==> config.mk <==
export PLATFORM = sky130hd
export DESIGN_NAME = uart_tx_arb_flat
export DESIGN_NICKNAME = d
export VERILOG_FILES = /design/src/rtl/uart_tx_arb_if.sv /design/src/rtl/uart_tx_arb.sv /design/src/flat_wrapper.sv
export SDC_FILE = /design/constraint.sdc
export NUM_CORES = 1
export LEC_CHECK = 0
export BUFFER_PORTS_ARGS = -buffer_cell sky130_fd_sc_hd__buf_2
export CAP_MARGIN = 40
export CELL_PAD_IN_SITES_DETAIL_PLACEMENT = 1
export CELL_PAD_IN_SITES_GLOBAL_PLACEMENT = 1
export CORE_MARGIN = 3
export CORE_UTILIZATION = 35
export DETAILED_ROUTE_END_ITERATION = 10
export HOLD_SLACK_MARGIN = 0.1
export MAX_ROUTING_LAYER = met4
export PLACE_DENSITY = 0.82
export SETUP_SLACK_MARGIN = 0.2
export SYNTH_ARGS = -nofsm -noshare
export SYNTH_HDL_FRONTEND = slang
export SYNTH_SLANG_ARGS = --single-unit
==> constraint.sdc <==
create_clock -name clk -period 2.9 [get_ports clk]
set_clock_uncertainty 0.2 [all_clocks]
set_input_delay 0.58 -clock clk [delete_from_list [all_inputs] [get_ports clk]]
set_output_delay 0.58 -clock clk [all_outputs]
set_load 0.02 [all_outputs]
==> src/rtl/uart_tx_arb_if.sv <==
// Requester-side and TX-FIFO-side signals of the UART transmit arbiter.
// No latency of its own; just wires grouped for connection.
// Backpressure is carried by req_ready (towards requesters) and tf_full (from the FIFO).
interface uart_tx_arb_if #(
  parameter int NREQ = 4
);
  logic [NREQ-1:0]   req_en;
  logic [NREQ-1:0]   req_valid;
  logic [NREQ-1:0]   req_last;
  logic [9*NREQ-1:0] req_data;
  logic [NREQ-1:0]   req_ready;
  logic [7:0]        lock_max;
  logic              tf_write;
  logic [8:0]        tf_wbyte;
  logic              tf_full;
  logic [NREQ-1:0]   grant;
  logic              busy;

  // Side that owns the requesters and the FIFO (the arbiter's environment).
  modport master (
    output req_en, req_valid, req_last, req_data, lock_max, tf_full,
    input  req_ready, tf_write, tf_wbyte, grant, busy
  );

  // The arbiter itself.
  modport slave (
    input  req_en, req_valid, req_last, req_data, lock_max, tf_full,
    output req_ready, tf_write, tf_wbyte, grant, busy
  );
endinterface

==> src/rtl/uart_tx_arb.sv <==
// Round-robin arbiter granting one of NREQ byte streams exclusive access to a UART TX FIFO.
// Grant appears one clock after a candidate is seen in IDLE; accepted bytes pass through combinationally.
// tf_full stalls the owner (ready low, no write) without releasing; owner keeps the grant until a release condition.
module uart_tx_arb #(
  parameter int NREQ     = 4,
  parameter int IDLE_TMO = 15
) (
  input  logic          clk,
  input  logic          rst,
  input  logic          clr_n,
  uart_tx_arb_if.slave  bus
);
  localparam int IW = (NREQ > 1) ? $clog2(NREQ) : 1;

  typedef enum logic {S_IDLE = 1'b0, S_XFER = 1'b1} state_t;

  state_t          r_state;
  logic [NREQ-1:0] r_grant;
  logic            r_busy;
  logic [IW-1:0]   r_owner;
  logic [IW-1:0]   r_last_owner;
  logic [7:0]      r_burst;
  logic [3:0]      r_idle;

  logic [NREQ-1:0] w_cand;
  logic            w_found;
  logic [IW-1:0]   w_pick;
  logic [IW-1:0]   w_idx;
  logic [NREQ-1:0] w_ready;
  logic            w_accept;
  logic            w_own_vld;
  logic            w_own_en;
  logic            w_own_last;
  logic [7:0]      w_burst_inc;
  logic [3:0]      w_idle_inc;
  logic            w_rel;

  // Index k steps after base, wrapping at NREQ (NREQ need not be a power of two).
  function automatic logic [IW-1:0] rr_idx(input logic [IW-1:0] base, input int k);
    int s;
    s = int'(base) + k;
    if (s >= NREQ) s -= NREQ;
    return IW'(s);
  endfunction

  assign w_cand = bus.req_valid & bus.req_en;

  // Round-robin search from the requester after the last owner; ineligible ones cost no cycles.
  always_comb begin
    w_found = 1'b0;
    w_pick  = '0;
    w_idx   = '0;
    for (int k = 1; k <= NREQ; k++) begin
      w_idx = rr_idx(r_last_owner, k);
      if (!w_found && w_cand[w_idx]) begin
        w_found = 1'b1;
        w_pick  = w_idx;
      end
    end
  end

  assign w_own_vld  = bus.req_valid[r_owner];
  assign w_own_en   = bus.req_en[r_owner];
  assign w_own_last = bus.req_last[r_owner];

  assign w_ready        = (r_state == S_XFER && !bus.tf_full) ? r_grant : '0;
  assign w_accept       = |(bus.req_valid & w_ready);
  assign bus.req_ready  = w_ready;
  assign bus.tf_write   = w_accept;
  assign bus.tf_wbyte   = bus.req_data[9*r_owner +: 9];
  assign bus.grant      = r_grant;
  assign bus.busy       = r_busy;

  // Burst count saturates so an unlimited grant cannot wrap back to a small value.
  assign w_burst_inc = (r_burst == 8'hFF) ? r_burst : r_burst + 8'd1;
  // Never wraps: release fires as soon as it reaches IDLE_TMO (at most 15).
  assign w_idle_inc  = r_idle + 4'd1;

  assign w_rel = (w_accept && w_own_last)
              || (w_accept && bus.lock_max != 8'd0 && w_burst_inc == bus.lock_max)
              || !w_own_en
              || (!w_own_vld && w_idle_inc == 4'(IDLE_TMO));

  // Arbitration FSM: grab an owner in IDLE, stream its bytes in XFER until a release condition.
  always_ff @(posedge clk or posedge rst) begin
    if (rst) begin
      r_state      <= S_IDLE;
      r_grant      <= '0;
      r_busy       <= 1'b0;
      r_owner      <= '0;
      r_last_owner <= IW'(NREQ - 1);
      r_burst      <= '0;
      r_idle       <= '0;
    end else if (!clr_n) begin
      r_state      <= S_IDLE;
      r_grant      <= '0;
      r_busy       <= 1'b0;
      r_owner      <= '0;
      r_last_owner <= IW'(NREQ - 1);
      r_burst      <= '0;
      r_idle       <= '0;
    end else begin
      case (r_state)
        S_IDLE: begin
          if (w_found) begin
            r_state <= S_XFER;
            r_grant <= NREQ'(1) << w_pick;
            r_busy  <= 1'b1;
            r_owner <= w_pick;
            r_burst <= '0;
            r_idle  <= '0;
          end
        end
        S_XFER: begin
          if (w_accept) r_burst <= w_burst_inc;
          // A valid byte held off by tf_full still counts as activity, not idleness.
          if (w_own_vld) r_idle <= '0;
          else           r_idle <= w_idle_inc;
          // Release always passes through IDLE, so the same owner cannot be regranted back-to-back.
          if (w_rel) begin
            r_state      <= S_IDLE;
            r_grant      <= '0;
            r_busy       <= 1'b0;
            r_last_owner <= r_owner;
          end
        end
        default: begin
          r_state <= S_IDLE;
          r_grant <= '0;
          r_busy  <= 1'b0;
        end
      endcase
    end
  end
endmodule

==> src/flat_wrapper.sv <==
// flat-port wrapper written by rule: the top's interface ports become plain ports
module uart_tx_arb_flat 
#(
  parameter int NREQ     = 4,
  parameter int IDLE_TMO = 15
)
  (clk, rst, clr_n, bus_req_en, bus_req_valid, bus_req_last, bus_req_data, bus_lock_max, bus_tf_full, bus_req_ready, bus_tf_write, bus_tf_wbyte, bus_grant, bus_busy);
  uart_tx_arb_if #(.NREQ(NREQ)) bus_i ();
  input  logic clk;
  input  logic rst;
  input  logic clr_n;
  input wire logic [$bits(bus_i.req_en)-1:0] bus_req_en;
  input wire logic [$bits(bus_i.req_valid)-1:0] bus_req_valid;
  input wire logic [$bits(bus_i.req_last)-1:0] bus_req_last;
  input wire logic [$bits(bus_i.req_data)-1:0] bus_req_data;
  input wire logic [$bits(bus_i.lock_max)-1:0] bus_lock_max;
  input wire logic [$bits(bus_i.tf_full)-1:0] bus_tf_full;
  output wire logic [$bits(bus_i.req_ready)-1:0] bus_req_ready;
  output wire logic [$bits(bus_i.tf_write)-1:0] bus_tf_write;
  output wire logic [$bits(bus_i.tf_wbyte)-1:0] bus_tf_wbyte;
  output wire logic [$bits(bus_i.grant)-1:0] bus_grant;
  output wire logic [$bits(bus_i.busy)-1:0] bus_busy;
  assign bus_i.req_en = bus_req_en;
  assign bus_i.req_valid = bus_req_valid;
  assign bus_i.req_last = bus_req_last;
  assign bus_i.req_data = bus_req_data;
  assign bus_i.lock_max = bus_lock_max;
  assign bus_i.tf_full = bus_tf_full;
  assign bus_req_ready = bus_i.req_ready;
  assign bus_tf_write = bus_i.tf_write;
  assign bus_tf_wbyte = bus_i.tf_wbyte;
  assign bus_grant = bus_i.grant;
  assign bus_busy = bus_i.busy;
  uart_tx_arb #(.NREQ(NREQ), .IDLE_TMO(IDLE_TMO)) u_core (.clk(clk), .rst(rst), .clr_n(clr_n), .bus(bus_i));
endmodule
==> results.md <==
* CP Class: register to register
* Cell count after synthesis at 195
* Syn_area_per_cell at 9.42 sq um
* Clock Power Share at 30.4%
* CP arrival at 2520 ps
* Detailed-route DRC error count at 0
* WHS Endpoint: u_core.bus.busy
* Initial core utilization at 37.4%
* Post-synth EDFFs at 0
* Number of placement rows at 25
* Sequential power share at 37.0%
* # Post-CTS Setup Buffers at 0
* Initial drt markers at 67
* Core area at 4910 sq um
* Die Wd at 78.4 um
* Flops & latches, synth at 22
* Drt via density at 5.56
* Post-Syn Area at 1840 sq um
* Largest net degree at the start of global routing at 19
* CTS Root Buffer Type: clkbuf_8
* Final Hold Slack at 293 ps
* P per Cell Area at 390 nW/um^2
* Final Cycle Share at 88.5%
* Fin area at 2400 sq um
* Syn-to-layout area delta at 30.5%
* Max Fclk at 390 MHz
* Detailed Routing Iterations Pass 1 at 6
* GRT Overall Usage at 21.5%
* Initial antenna violation count at 0
* Clock Sinks at 22
* Register area share after synthesis at 30.1%
* Remaining Overflow, GRT at 0
* Count of input and output buffers at 78
* Logic pwr share at 32.6%
* Top_reg_cell synth: dfrtp_1
* Hold crit path type: register to register
* Routability congestion estimate at 0.963
* Leakage at 1.12 nW
* Die H at 78.4 um
* Placed insts at 336
* Share of layout cells above drive strength 1 at 42.3%
* Num CTS Buffers at 3
* Synth async-reset ratio at 100%
* First-pass GRT wire length at 10100 um
* Startpoint Class: register
* Slew @ Worst Pin at 541 ps
* Post-Route Setup TNS at 0 ps
* Final worst setup slack at 335 ps
* Run status: finished clean
* RSZ-0062 raised after global routing: no
* Synth cell types at 48
* Vias at 1897
* Post-DRT Antenna Nets at 0
* Die area at 6150 sq um
* R2r setup slk at 330 ps
* Most frequent cells in the layout: 78 x buf_2, 20 x dfrtp_1, 18 x nand2_1
* Ports at 79
* Syn nets at 258
* Max FO, Critical Path at 6
* CTS Buffer Depth at 2
* Warnings from Yosys at 0
* Dpl ws at 231 ps
* N_diodes at 0
* Commonest non-fill, non-tap cell in the layout: buf_2
* Worst reg2reg endpoint: u_core.bus.grant[2]
* FF-to-FF path depth at 8
* Hold depth at 1
* Net switching share of the total power at 30.4%
* Worst ir drop on vdd at 244 uV
* Layout Nets at 338
* R2R Path Start: u_core.r_burst[0]
* Overall power at 0.934 mW
* Post-DP HPWL at 5270 um
* H-tree Lvls at 1
* CTS tree: yes
* Minimum clock period at 2570 ps
* WL/cell at 18.8 um
* Vias in the first global route at 1993
* Slew margin rel. at 63.3%
* Total Routed Length at 6420 um
* Crit path required time at 2860 ps
* Clock latency on the worst-skew pair at 260 ps
* Clock transition at path regs at 80 ps
* Worst setup EP type: register
* Final Setup Violations at 0
* Switching pwr at 0.284 mW
* Layout Utilization at 48.8%
* Internal power at 0.651 mW
* Non-filler cells, final at 341
* Max_cap viols at 0
* Fin. max-slew vios at 0
* Final Hold Violating Endpoints at 0
* Area after DPL at 2310 sq um
* Hold_sp: u_core.bus.busy
-- area by class of cell --
type / count / area [sq um]
Fill cell: 622 / 2510
Timing Repair Buffer: 85 / 465
Clock inverter: 1 / 30.0
Sequential cell: 22 / 553
Multi-Input combinational cell: 158 / 1200
Tap cell: 67 / 83.8
Inverter: 5 / 18.8
Clock buffer: 3 / 41.3
-- Yosys cell counts (3+ instances only) --
cell / count / area share, %
mux4_2: 12 / 15
ha_1: 3 / 2.0
nand3_1: 8 / 2.2
nor2_1: 12 / 2.5
o21ai_0: 10 / 2.7
a31oi_1: 3 / 1.0
a21oi_1: 13 / 3.5
nand4_1: 4 / 1.4
o21a_1: 5 / 2.0
nand2_1: 18 / 3.7
and2_1: 6 / 2.0
xor2_1: 7 / 3.3
dfrtp_1: 20 / 27
and3_2: 3 / 1.2
xnor2_1: 3 / 1.4
inv_1: 5 / 1.0
a21o_1: 4 / 1.6
nor3_1: 5 / 1.4
nor2b_1: 5 / 1.7
buf_6: 4 / 2.5
mux2i_1: 4 / 2.2
clkbuf_1: 4 / 0.82
-- sequential cells by signal (all words and copies together) (netlist names) --
name / count
u_core.r_last_owner: 2
u_core.r_owner: 2
u_core.r_idle: 4
u_core.r_burst: 8
u_core.bus.grant: 4
u_core.bus.busy: 1
u_core.r_state: 1
-- kinds of logic (layout without fill, tap and decap cells) --
logic type	after synthesis	after routing	synth area share, %
fa+ha+maj	3	3	2.04
simple gates	75	75	21.1
xor+xnor	10	10	4.77
mux	16	16	16.9
buf+inv	15	94	4.84
compound gates	54	54	20.2
flops	22	22	30.1
-- critical path, stage by stage (launching register included) --
cell and delay (ps):
dfrtp_1 440, ha_2 260, nand4_1 230, nor3_2 280, o32a_2 170, o2111ai_1 130, o31ai_2 350, nand2_2 160
a32o_1 230
-- per-layer routing --
metal	routed length [um]	global-route usage, %	up-vias	share of wire, %
met5	0	-	-	0
met3	136	3.90	8	2.1
li1	-	-	890	-
met4	78	4.55	0	1.2
met1	2800	27.0	978	44
met2	3410	36.3	21	53
-- how the worst max path moves through the flow --
stage,depth (start not counted),endpoint,slack [ps],startpoint
after floorplan,9,u_core.bus.grant[0],460,u_core.r_burst[0]
after global placement,8,u_core.bus.grant[0],350,u_core.r_burst[0]
after detailed placement,8,u_core.bus.grant[2],230,u_core.r_burst[0]
after CTS,8,u_core.bus.grant[2],220,u_core.r_burst[0]
after global routing,8,u_core.bus.grant[0],200,u_core.r_burst[0]
final,8,u_core.bus.grant[2],330,u_core.r_burst[0]
-- power groups by stage --
stage / Combinational (mW) / Clock (mW) / Sequential, mW
floorplan: 0.180 / 0 / 0.352
global placement: 0.288 / 0 / 0.351
detailed placement: 0.301 / 0 / 0.351
CTS: 0.305 / 0.290 / 0.345
global route: 0.331 / 0.306 / 0.349
finish: 0.304 / 0.284 / 0.346
-- repair_timing --
action                     CTS  global route
gates resized for setup      0             4
hold endpoints to repair     4             0
hold buffers                 1             0
setup endpoints to repair    0             7
No activity file was read; power rests on OpenSTA's default activity.
